--- src/rtl/udma_sdio_evt_arb.sv ---
// -----------------------------------------------------------------------------
// udma_sdio_evt_arb
//
// Collects end-of-transfer and error pulses from NB_CH SDIO channels into
// per-channel saturating counters. A single-entry output register presents
// one event at a time. Channels take turns in round-robin order, and within
// a channel an error event is served before an EOT event.
//
// Parameters
//   NB_CH  number of channels (1..16)
//   CNT_W  width of each pending counter (1..8)
//   CH_W   derived channel-index width, max(1, $clog2(NB_CH))
//
// Ports
//   sys_clk_i    clock
//   rst_i        synchronous active-high reset
//   eot_i        per-channel end-of-transfer pulse
//   err_i        per-channel error pulse
//   clr_i        per-channel flush of both pending counters
//   evt_valid_o  event presented
//   evt_ready_i  downstream accepts the presented event
//   evt_ch_o     channel of the presented event
//   evt_err_o    1 = error event, 0 = EOT event
//   pending_o    per-channel "any count non-zero"
//   ovf_o        sticky per-channel overflow (only with SDIO_EVT_OVF_EN)
//
// Optional feature macro: SDIO_EVT_OVF_EN
// -----------------------------------------------------------------------------
module udma_sdio_evt_arb #(
    parameter int  NB_CH = 4,
    parameter int  CNT_W = 4,
    localparam int CH_W  = (NB_CH > 1) ? $clog2(NB_CH) : 1
) (
    input  logic             sys_clk_i,
    input  logic             rst_i,
    input  logic [NB_CH-1:0] eot_i,
    input  logic [NB_CH-1:0] err_i,
    input  logic [NB_CH-1:0] clr_i,
    output logic             evt_valid_o,
    input  logic             evt_ready_i,
    output logic [CH_W-1:0]  evt_ch_o,
    output logic             evt_err_o,
    output logic [NB_CH-1:0] pending_o
`ifdef SDIO_EVT_OVF_EN
    ,
    output logic [NB_CH-1:0] ovf_o
`endif
);

    localparam logic [CNT_W-1:0] CNT_MAX = '1;

    logic [CNT_W-1:0] eot_cnt [NB_CH];
    logic [CNT_W-1:0] err_cnt [NB_CH];

    // Channel loaded most recently; the search starts just after it.
    logic [CH_W-1:0]  last_ch;

    logic             load;
    logic             take;
    logic             any_pending;
    logic             hi_found;
    logic [CH_W-1:0]  hi_ch;
    logic [CH_W-1:0]  lo_ch;
    logic [CH_W-1:0]  sel_ch;
    logic             sel_err;
    logic [NB_CH-1:0] dec_eot;
    logic [NB_CH-1:0] dec_err;

    // Saturating up/down counter step; clear dominates everything.
    function automatic logic [CNT_W-1:0] next_cnt(
        input logic [CNT_W-1:0] cnt,
        input logic             inc,
        input logic             dec,
        input logic             clr
    );
        if (clr) begin
            return '0;
        end
        if (inc && !dec) begin
            return (cnt == CNT_MAX) ? cnt : cnt + 1'b1;
        end
        if (dec && !inc) begin
            return cnt - 1'b1;
        end
        return cnt;
    endfunction

    always_comb begin
        // NOTE: every always_comb output gets a default first so no path can
        // leave it unassigned and infer a latch.
        pending_o = '0;
        for (int i = 0; i < NB_CH; i++) begin
            pending_o[i] = (eot_cnt[i] != '0) || (err_cnt[i] != '0);
        end
    end

    // The output register may load when empty or when its event is taken.
    assign load = !evt_valid_o || evt_ready_i;
    assign take = load && any_pending;

    // Round-robin pick: lowest pending channel above last_ch, otherwise wrap
    // to the lowest pending channel at or below it. Scanning downwards lets
    // the last match win, which is the lowest index in each half.
    always_comb begin
        any_pending = 1'b0;
        hi_found    = 1'b0;
        hi_ch       = '0;
        lo_ch       = '0;
        for (int i = NB_CH - 1; i >= 0; i--) begin
            if (pending_o[i]) begin
                any_pending = 1'b1;
                if (i > int'(last_ch)) begin
                    hi_found = 1'b1;
                    hi_ch    = CH_W'(i);
                end else begin
                    lo_ch = CH_W'(i);
                end
            end
        end
        sel_ch = hi_found ? hi_ch : lo_ch;

        // Errors are served before EOTs on the chosen channel.
        sel_err = 1'b0;
        for (int i = 0; i < NB_CH; i++) begin
            if (CH_W'(i) == sel_ch) begin
                sel_err = (err_cnt[i] != '0);
            end
        end

        dec_eot = '0;
        dec_err = '0;
        for (int i = 0; i < NB_CH; i++) begin
            dec_err[i] = take && (CH_W'(i) == sel_ch) && sel_err;
            dec_eot[i] = take && (CH_W'(i) == sel_ch) && !sel_err;
        end
    end

    always_ff @(posedge sys_clk_i) begin
        if (rst_i) begin
            // NOTE: sequential state is written with non-blocking assignments
            // so every register samples pre-edge values regardless of order.
            evt_valid_o <= 1'b0;
            evt_ch_o    <= '0;
            evt_err_o   <= 1'b0;
            last_ch     <= CH_W'(NB_CH - 1);
            // NOTE: the counter arrays are small flop banks, not RAM, so they
            // are reset explicitly; pending work must never survive reset.
            for (int i = 0; i < NB_CH; i++) begin
                eot_cnt[i] <= '0;
                err_cnt[i] <= '0;
            end
        end else begin
            for (int i = 0; i < NB_CH; i++) begin
                eot_cnt[i] <= next_cnt(eot_cnt[i], eot_i[i], dec_eot[i], clr_i[i]);
                err_cnt[i] <= next_cnt(err_cnt[i], err_i[i], dec_err[i], clr_i[i]);
            end
            if (load) begin
                evt_valid_o <= any_pending;
                if (any_pending) begin
                    evt_ch_o  <= sel_ch;
                    evt_err_o <= sel_err;
                    last_ch   <= sel_ch;
                end
            end
        end
    end

`ifdef SDIO_EVT_OVF_EN
    // A pulse is lost only when it lands on a full counter with no
    // concurrent decrement or flush.
    always_ff @(posedge sys_clk_i) begin
        if (rst_i) begin
            ovf_o <= '0;
        end else begin
            for (int i = 0; i < NB_CH; i++) begin
                if ((eot_i[i] && !dec_eot[i] && !clr_i[i] && (eot_cnt[i] == CNT_MAX)) ||
                    (err_i[i] && !dec_err[i] && !clr_i[i] && (err_cnt[i] == CNT_MAX))) begin
                    ovf_o[i] <= 1'b1;
                end
            end
        end
    end
`endif

endmodule

--- config.mk ---
export PLATFORM = sky130hd
export DESIGN_NAME = udma_sdio_evt_arb
export DESIGN_NICKNAME = d
export VERILOG_FILES = /design/src/rtl/udma_sdio_evt_arb.sv
export SDC_FILE = /design/constraint.sdc
export NUM_CORES = 1
export LEC_CHECK = 0
export BUFFER_PORTS_ARGS = -buffer_cell sky130_fd_sc_hd__clkbuf_2
export CAP_MARGIN = 30
export CORE_MARGIN = 3
export CORE_UTILIZATION = 47
export CTS_CLUSTER_DIAMETER = 60
export DETAILED_ROUTE_END_ITERATION = 8
export PLACE_DENSITY_LB_ADDON = 0.08
export SYNTH_ARGS = -nofsm -noshare
export SYNTH_HDL_FRONTEND = slang
export SYNTH_SLANG_ARGS = --single-unit
--- constraint.sdc ---
create_clock -name sys_clk_i -period 7.49 [get_ports sys_clk_i]
set_clock_uncertainty 0.1 [all_clocks]
set_input_delay 1.1235 -clock sys_clk_i [delete_from_list [all_inputs] [get_ports sys_clk_i]]
set_output_delay 1.1235 -clock sys_clk_i [all_outputs]
set_load 0.01 [all_outputs]
==> results of run 1 <==
-- registers in the layout (all words and copies together) (netlist names) --
register,cells
evt_err_o,1
err_cnt,16
eot_cnt,16
evt_valid_o,1
evt_ch_o,2
last_ch,2
-- cells by family (layout without fill, tap and decap cells) --
family,count (synthesis),after routing,synth area share
xor+xnor,19,19,0.0605
mux,23,23,0.0960
simple gates,128,128,0.243
fa+ha+maj,24,24,0.131
buf+inv,12,33,0.0173
compound gates,59,59,0.176
flops,38,38,0.276
-- metrics by stage --
step,cells,total power (uW)
after detailed placement,390,1130
after global routing,396,1390
after floorplan,303,963
after global placement,390,1120
after CTS,396,1280
final,396,1270
-- how the worst min path moves through the flow --
stage	startpoint	to	slack [ns]	cells after the start
floorplan	eot_cnt[0][3]	eot_cnt[0][3]	0.36	2
global placement	evt_ch_o[1]	evt_ch_o[1]	0.35	2
detailed placement	evt_ch_o[1]	evt_ch_o[1]	0.35	2
CTS	evt_ch_o[1]	evt_ch_o[1]	0.36	2
global route	evt_ch_o[1]	evt_ch_o[1]	0.41	2
finish	evt_ch_o[1]	evt_ch_o[1]	0.36	2
-- critical path, cell delays in order, from the launching register on --
cell and delay, ns:
sky130_fd_sc_hd__dfxtp_1 0.37, sky130_fd_sc_hd__nor4_2 0.62, sky130_fd_sc_hd__nand4_1 0.27, sky130_fd_sc_hd__a311oi_2 0.58, sky130_fd_sc_hd__nand2_1 0.30, sky130_fd_sc_hd__o31a_1 0.39, sky130_fd_sc_hd__inv_1 0.11, sky130_fd_sc_hd__ha_1 0.24
sky130_fd_sc_hd__a21o_1 0.17, sky130_fd_sc_hd__a21oi_1 0.22, sky130_fd_sc_hd__nor2_1 0.08, sky130_fd_sc_hd__a22oi_1 0.18, sky130_fd_sc_hd__xor2_1 0.16, sky130_fd_sc_hd__nor2_1 0.05
-- routing by layer --
layer  wire length (um)  share of wire  track usage  up-vias
li1                   -              -            -     1154
met4                111          0.020       0.0654        0
met5                  0              0            0        -
met3                314          0.057       0.0423       10
met2               2470           0.45        0.283       59
met1               2650           0.48        0.256      993
-- power by group --
| group | total [uW] | internal, uW | switching [uW] |
|---|---|---|---|
| combinational | 821 | 336 | 485 |
| clock | 140 | 71.0 | 68.9 |
| sequential | 305 | 247 | 58.0 |
-- layout make-up --
class / instances / area, um2
Fill cell: 555 / 2570
Multi-Input combinational cell: 253 / 1940
Sequential cell: 38 / 761
Timing Repair Buffer: 22 / 110
Tap cell: 72 / 90.1
Clock buffer: 6 / 82.6
Inverter: 5 / 18.8
-- placed cells by master (no fill, tap or decap), drive strengths merged, types with 7 or more instances in the layout --
master and count:
mux2i 22, a211oi 7, clkbuf 28, xor2 10, dfxtp 38, nand2 30, a21oi 14, nand4 10
nor2 39, nor4 13, ha 16, xnor2 9, a21o 9, fa 8
==> summary.txt, run 1 <==
=====================================================================================
Most instantiated library cell after synthesis                           sky130_fd_sc_hd__nor2_1
Number of gates given a new drive strength after cts                                0
Starting utilization of the core area                                           0.494
Buffers inserted by post-CTS timing repair                                          0
Maximum clock insertion buffer count                                                2
Crit end category                                                                flop
Horiz. Die Dim                                                                82.5 um
Worst setup slack after placement                                             3.62 ns
Final RePlAce weighted congestion                                               0.913
Antenna violation net count after detailed routing                                  0
Final setup fails                                                                   0
Standard-cell row count                                                            27
Final worst path period share                                                   0.525
Routed wire length                                                            5540 um
Most used flip-flop cell after synthesis                                 sky130_fd_sc_hd__dfxtp_1
Core region area                                                          0.00557 mm2
Biggest area contributors in the synthesized netlist                     sky130_fd_sc_hd__dfxtp_1, sky130_fd_sc_hd__ha_1, sky130_fd_sc_hd__mux2i_1
Num ports                                                                          23
Final nets                                                                        364
Portion of the post-synthesis area used by sequential elements                  0.276
First DRT Iteration DRCs                                                          174
Die area                                                                  0.00681 mm2
Hold WS                                                                      0.359 ns
Post-synthesis cell area                                                  0.00275 mm2
Clock root buffer                                                        sky130_fd_sc_hd__clkbuf_8
Post-Layout Inst Area                                                     0.00301 mm2
Total placed instance area                                                0.00292 mm2
Number of warnings printed during yosys synthesis                                   0
Ant. Diodes                                                                         0
Setup Crit Path Kind                                                          reg2reg
Clock-pin slew of the registers on the worst-case setup and hold paths        0.07 ns
Worst vdd ir                                                                   159 uV
Slew at the pin closest to its max-slew limit                                 1.01 ns
Max FO, Critical Path                                                               6
Cell area power density                                                    421 mW/mm2
Worst Reg-to-Reg Cells                                                             13
Outcome                                                                     completed
Chip height                                                                   82.5 um
F_max                                                                       0.254 GHz
Insertion delay to the later sink of the worst-skew pair                      0.29 ns
Seq cells post-synth                                                               38
Wire length of the first global-routing pass                                  9760 um
Via total after detailed routing                                                2,216
Post-route core utilization                                                     0.539
Final Critical Period                                                         3.94 ns
Dominant cell type by area after synthesis                               sky130_fd_sc_hd__dfxtp_1
Fraction of layout cells with a size suffix above 1                             0.167
Post-detailed-route wirelength per cell                                       14.0 um
Register-to-register setup slack                                              3.55 ns
Critical R2R Launch                                                      err_cnt[1][1]
Unrepaired setup endpoints after global routing                                    no
Overflow after GRT                                                                  0
Area growth from synthesis to final layout                                      9.23%
Vias in the first global route                                                  2,121
Area share of the largest cell type after synthesis                             0.276
Post-synth net total                                                              342
Normalized max-slew margin                                                      0.321
Number of enable flip-flop cells after synthesis                                    0
Antenna violations before repair                                                    0
Average instance area after synthesis                                        9.08 um2
Leakage dissipation                                                        0.00133 uW
# hold bufs at CTS                                                                  0
Async set-or-reset flop fraction in the synthesized netlist                         0
Count of unique library cells instantiated by Yosys                                57
Most frequent cells after synthesis                                      sky130_fd_sc_hd__nor2_1, sky130_fd_sc_hd__dfxtp_1, sky130_fd_sc_hd__nand2_1, sky130_fd_sc_hd__mux2i_1, sky130_fd_sc_hd__ha_1
Setup TNS                                                                        0 ns
Max-cap violations                                                                  0
Critical path data arrival time                                               4.02 ns
Vias per cell                                                                    5.60
Pins over their slew limit                                                          0
Class of the most critical hold timing path                                   reg2reg
Fin worst setup slack                                                         3.55 ns
Clock buffers created by TritonCTS                                                  5
Input/output buffers                                                               22
TritonRoute pass-1 iters                                                            4
Startpoint of the worst setup timing path                                err_cnt[1][1]
HPWL after detailed placement                                                 4390 um
Residual DRC count                                                                  0
Critical path destination                                                eot_cnt[2][3]
Post-Synthesis Cells                                                              303
TritonCTS clock tree                                                            built
Maximum number of pins on one net before global-route repair                       15
Clock sink total                                                                   38
Final hold violations                                                               0
Overall global routing resource usage                                           0.185
Kind of start point of the critical path                                         flop
RR Endpoint                                                              eot_cnt[2][3]
Data required time of the critical path                                       7.57 ns
H-Tree Level Count                                                                  2
=====================================================================================
(Power assumes the default switching activity.)
==> run 2, diff against run 1 <==
==> constraint.sdc (replaced) <==
create_clock -name sys_clk_i -period 3.4 [get_ports sys_clk_i]
set_clock_uncertainty 0.1 [all_clocks]
set_input_delay 0.51 -clock sys_clk_i [delete_from_list [all_inputs] [get_ports sys_clk_i]]
set_output_delay 0.51 -clock sys_clk_i [all_outputs]
set_load 0.01 [all_outputs]
==> run 2 against run 1 <==
  * The flow now finishes with violations (negative setup slack)
  * Combinational power rose to 3.4 times the previous value
  * Register-to-register slack got worse by 3.6 ns
  * Non-clock buffer count rose by 72
  * Sequential share of layout area down 5.2 points
  * Critical path type unchanged
  * Largest cell class unchanged
  * Highest routed layer unchanged
==> summary.txt, run 2 (synthesis gave the netlist of run 1 again) <==
=====================================================================================
Critical path data arrival time                                               3.50 ns
Core region area                                                          0.00557 mm2
First DRT Iteration DRCs                                                          118
Outcome                                                                  finished with violations
Most common library cell in the layout ignoring fill and taps            sky130_fd_sc_hd__buf_4
Antenna violations before repair                                                    0
Fraction of layout cells with a size suffix above 1                             0.420
TritonCTS clock tree                                                            built
Worst vdd ir                                                                   668 uV
Chip height                                                                   82.5 um
Standard-cell row count                                                            27
Cell-by-cell listing of the critical path                                or4_4, o41a_1, or4_4, nand2_4, a2111oi_4, nand2b_4, buf_6, ha_4, a21oi_2, nor2b_1, mux2i_1, xor2_1, nor2_1
Highest-count cells in the layout ignoring fill and taps                 sky130_fd_sc_hd__buf_4, sky130_fd_sc_hd__nor2_1, sky130_fd_sc_hd__dfxtp_1
Die area                                                                  0.00681 mm2
Clock buffers created by TritonCTS                                                  5
Placed cells                                                                      458
Buf/Inv on CP                                                                       1
CP max stage delay                                                            0.60 ns
Maximum clock insertion buffer count                                                2
Post-route core utilization                                                     0.687
Final worst path period share                                                    1.01
TritonRoute pass-1 iters                                                            4
F_max                                                                       0.292 GHz
Clock sink total                                                                   38
Slew at the pin closest to its max-slew limit                                0.563 ns
Failing checks                                                           negative setup slack
Routed wire length                                                            6800 um
Post-detailed-route wirelength per cell                                       14.5 um
Top cell family by delay on the critical path                            simple AND/OR/NAND/NOR gates
Data required time of the critical path                                       3.48 ns
Final nets                                                                        436
Vias per cell                                                                    5.49
Via total after detailed routing                                                2,578
Max FO, Critical Path                                                               5
Final setup fails                                                                   3
Area growth from synthesis to final layout                                      39.2%
Maximum number of pins on one net before global-route repair                       15
Overall global routing resource usage                                           0.213
Setup Crit Path Kind                                                          reg2reg
Kind of start point of the critical path                                         flop
Num ports                                                                          23
Horiz. Die Dim                                                                82.5 um
Input/output buffers                                                               22
Wire length of the first global-routing pass                                11,200 um
Class of the most critical hold timing path                                    in2reg
Fin worst setup slack                                                      -0.0268 ns
Unrepaired setup endpoints after global routing                                   yes
Antenna violation net count after detailed routing                                  0
Leakage dissipation                                                        0.00173 uW
# hold bufs at CTS                                                                  0
Final Critical Period                                                         3.43 ns
Fill cell instance count of the final layout                                      476
Final RePlAce weighted congestion                                               0.852
Crit end category                                                                flop
Final hold violations                                                               0
Insertion delay to the later sink of the worst-skew pair                      0.29 ns
Residual DRC count                                                                  0
Pins over their slew limit                                                          0
Max-cap violations                                                                  0
Overflow after GRT                                                                  0
Starting utilization of the core area                                           0.494
HPWL after detailed placement                                                 5130 um
Clock root buffer                                                        sky130_fd_sc_hd__clkbuf_8
Cell at the slowest stage of the critical path                           sky130_fd_sc_hd__or4_4
Layout Cells excl Fill                                                            470
Ant. Diodes                                                                         0
Largest registers ranked by flip-flop count                              eot_cnt x16, err_cnt x16
Normalized max-slew margin                                                      0.615
Critical path's most frequent cell                                       sky130_fd_sc_hd__or4_4
H-Tree Level Count                                                                  2
Clock-pin slew of the registers on the worst-case setup and hold paths        0.07 ns
Cell area power density                                                    983 mW/mm2
Vias in the first global route                                                  2,471
=====================================================================================
[run 2: power by group]
group	switching (uW)	leakage, uW	internal, uW
clock	160	0.0000482	164
sequential	111	0.000314	548
combinational	1370	0.00137	1410
total	1640	0.00173	2120
[run 2: area by class of cell]
class	count	area [um2]	area share
sequential	38	769	0.201
clock buffer	7	86.3	0.0225
inverter	5	18.8	0.00490
clock inverter	1	5.00	0.00131
timing repair buffer	94	654	0.171
multi-input combinational	253	2210	0.576
tap	72	90.1	0.0235
[run 2: layer usage]
layer	GRT usage	wire length [um]
met1	0.302	3280
met2	0.326	3210
met3	0.0390	232
met4	0.0654	72
met5	0	0
[run 2: worst paths after layout]
| kind | start | end | slack, ns | cells past startpoint |
|---|---|---|---|---|
| worst max-delay path | err_cnt[3][3] | eot_cnt[1][3] | -0.03 | 13 |
| worst min register to register | evt_ch_o[1] | evt_ch_o[1] | 0.38 | 2 |
| worst max register to register | err_cnt[3][3] | eot_cnt[1][3] | -0.03 | 13 |
| worst min-delay path | clr_i[0] | eot_cnt[0][2] | 0.36 | 2 |
[run 2: worst register-to-register path, delay by kind of cell (launching register included)]
| kind | cells | cell delay, ns |
|---|---|---|
| mux | 1 | 0.16 |
| flops | 1 | 0.32 |
| compound gates | 3 | 0.57 |
| xor+xnor | 1 | 0.15 |
| fa+ha+maj | 1 | 0.26 |
| buf+inv | 1 | 0.13 |
| simple gates | 6 | 1.63 |
[run 2: repair_timing]
action | in CTS | in global routing
buffers inserted | 0 | 4
pin swaps | 3 | 26
setup endpoints to repair | 6 | 11
gates resized for setup | 10 | 31
gates cloned | 0 | 0
[run 2: through the flow]
stage | setup TNS [ns] | power (uW) | hold slack, ns | setup WS (ns) | cell area (um2)
after detailed placement | -0.195 | 3100 | 0.362 | -0.0667 | 3480
after floorplan | -0.0522 | 2190 | 0.359 | -0.0433 | 2800
after global placement | -0.107 | 3060 | 0.355 | -0.0663 | 3480
after CTS | -0.0272 | 3530 | 0.347 | -0.0226 | 3620
after global routing | -0.887 | 4070 | 0.357 | -0.158 | 3830
final | -0.0445 | 3770 | 0.358 | -0.0268 | 3830
==> run 3, diff against run 2 <==
--- a/config.mk
+++ b/config.mk
@@ -11,7 +11,7 @@
 export CORE_UTILIZATION = 47
 export CTS_CLUSTER_DIAMETER = 60
 export DETAILED_ROUTE_END_ITERATION = 8
-export PLACE_DENSITY_LB_ADDON = 0.08
+export PLACE_DENSITY = 0.68
 export SYNTH_ARGS = -nofsm -noshare
 export SYNTH_HDL_FRONTEND = slang
 export SYNTH_SLANG_ARGS = --single-unit
==> run 3 against run 2 <==
  * The flow still finishes with violations (negative setup slack)
  * Sequential share of layout area hardly changed
  * Utilization down 0.34 points
  * Final area shrank 0.49%
  * Power is 0.68% higher
  * Global-route usage decreased by 0.96 points
  * Via count increased by 1.4%
  * Non-clock buffer count increased by 2
  * Worst setup slack lost 0.075 ns
  * Highest routed layer unchanged
==> summary.txt, run 3 (synthesis gave the netlist of run 1 again) <==
=====================================================================================
Via total after detailed routing                                                2,614
H-Tree Level Count                                                                  2
Final Critical Period                                                         3.50 ns
Antenna violations before repair                                                    0
Vias per cell                                                                    5.54
Final setup fails                                                                   2
Routed wire length                                                            6900 um
Final worst path period share                                                    1.03
Outcome                                                                  finished with violations
Max FO, Critical Path                                                               6
Cell area power density                                                    995 mW/mm2
Starting utilization of the core area                                           0.494
Ant. Diodes                                                                         0
Setup Crit Path Kind                                                          reg2reg
Wire length of the first global-routing pass                                10,800 um
HPWL after detailed placement                                                 5090 um
Standard-cell row count                                                            27
TritonCTS clock tree                                                            built
Most common library cell in the layout ignoring fill and taps            sky130_fd_sc_hd__buf_4
Pins over their slew limit                                                          0
Final nets                                                                        438
Input/output buffers                                                               22
Area growth from synthesis to final layout                                      38.6%
Chip height                                                                   82.5 um
Largest registers ranked by flip-flop count                              eot_cnt x16, err_cnt x16
Overall global routing resource usage                                           0.203
Post-Layout Inst Area                                                     0.00381 mm2
Worst vdd ir                                                                   765 uV
Critical path data arrival time                                               3.58 ns
Fin worst setup slack                                                       -0.102 ns
Unrepaired setup endpoints after global routing                                   yes
Overflow after GRT                                                                  0
Crit end category                                                                flop
Highest-count cells in the layout ignoring fill and taps                 sky130_fd_sc_hd__buf_4, sky130_fd_sc_hd__nor2_1, sky130_fd_sc_hd__dfxtp_1
Final RePlAce weighted congestion                                               0.878
Clock root buffer                                                        sky130_fd_sc_hd__clkbuf_8
Slew at the pin closest to its max-slew limit                                0.550 ns
Horiz. Die Dim                                                                82.5 um
Data required time of the critical path                                       3.48 ns
Max-cap violations                                                                  0
Startpoint of the worst setup timing path                                err_cnt[3][1]
Normalized max-slew margin                                                      0.632
Setup TNS                                                                   -0.134 ns
Class of the most critical hold timing path                                   reg2reg
Final hold violations                                                               0
Insertion delay to the later sink of the worst-skew pair                      0.29 ns
F_max                                                                       0.286 GHz
Kind of start point of the critical path                                         flop
Critical R2R Launch                                                      err_cnt[3][1]
Maximum number of pins on one net before global-route repair                       15
Post-route core utilization                                                     0.684
Failing checks                                                           negative setup slack
Antenna violation net count after detailed routing                                  0
Maximum clock insertion buffer count                                                2
Vias in the first global route                                                  2,422
Hold WS                                                                      0.361 ns
First DRT Iteration DRCs                                                          149
Leakage dissipation                                                        0.00174 uW
Clock-pin slew of the registers on the worst-case setup and hold paths        0.07 ns
Fraction of layout cells with a size suffix above 1                             0.413
# hold bufs at CTS                                                                  0
Core region area                                                          0.00557 mm2
Residual DRC count                                                                  0
Launch point of the worst hold path                                       evt_ch_o[1]
Die area                                                                  0.00681 mm2
TritonRoute pass-1 iters                                                            4
Total placed instance area                                                0.00345 mm2
Post-detailed-route wirelength per cell                                       14.6 um
Num ports                                                                          23
Clock sink total                                                                   38
Clock buffers created by TritonCTS                                                  5
=====================================================================================
run 3: cell count changes in the layout (fill, tap and decap cells not counted), moves of 2 or more:
cell and change:
sky130_fd_sc_hd__dfxtp_1 +4, sky130_fd_sc_hd__nor2b_1 -3, sky130_fd_sc_hd__dfxtp_2 -4, sky130_fd_sc_hd__nor4_2 +3, sky130_fd_sc_hd__nor4_1 -2, sky130_fd_sc_hd__nor2b_2 +3, sky130_fd_sc_hd__buf_4 +3
run 3: path summary, 6_finish.rpt:
kind                    to  slack [ns]  cells after the start
min            evt_ch_o[1]        0.36                      2
max reg2reg  eot_cnt[1][3]       -0.10                     13
max          eot_cnt[1][3]       -0.10                     13
min reg2reg    evt_ch_o[1]        0.36                      2
run 3: metal layers:
layer	track usage	up-vias	wire (um)
met5	0	-	0
met4	0.0523	0	131
met3	0.0358	17	298
met2	0.333	71	3290
met1	0.276	1217	3180
li1	-	1309	-
run 3: critical path, stage by stage, from the launching register on:
cell and delay, ns:
sky130_fd_sc_hd__dfxtp_2 0.32, sky130_fd_sc_hd__or4_4 0.59, sky130_fd_sc_hd__o41a_1 0.47, sky130_fd_sc_hd__or4_4 0.58
sky130_fd_sc_hd__nand2_4 0.13, sky130_fd_sc_hd__a2111oi_4 0.06, sky130_fd_sc_hd__nand2b_4 0.17, sky130_fd_sc_hd__ha_4 0.26
sky130_fd_sc_hd__a21o_1 0.12, sky130_fd_sc_hd__a21oi_2 0.07, sky130_fd_sc_hd__nor2b_2 0.15, sky130_fd_sc_hd__mux2i_1 0.17
sky130_fd_sc_hd__xor2_1 0.17, sky130_fd_sc_hd__nor2_1 0.05
run 3: what timing repair did:
| action | 4_1_cts | 5_1_grt |
|---|---|---|
| resized for setup | 6 | 29 |
| pin swaps | 7 | 26 |
| endpoints found under the setup margin | 5 | 12 |
| buffers inserted | 2 | 7 |
run 3: layout make-up:
cell class                      instances  area [um2]
Clock buffer                            7        86.3
Clock inverter                          1        5.00
Fill cell                             426        1760
Inverter                                5        18.8
Multi-Input combinational cell        253        2180
Sequential cell                        38         764
Tap cell                               72        90.1
Timing Repair Buffer                   96         666
run 3: stage by stage:
| stage | total power (uW) | worst slack [ns] | std cells |
|---|---|---|---|
| after global routing | 4050 | -0.173 | 472 |
| after detailed placement | 3090 | -0.0910 | 455 |
| final | 3790 | -0.102 | 472 |
| after global placement | 3040 | -0.0529 | 455 |
| after floorplan | 2190 | -0.0433 | 303 |
| after CTS | 3470 | -0.0145 | 465 |
run 3: report_power, final:
part,internal (uW),switching [uW],total (uW)
sequential,546,97.7,643
combinational,1410,1420,2830
clock,164,154,318
total,2120,1670,3790
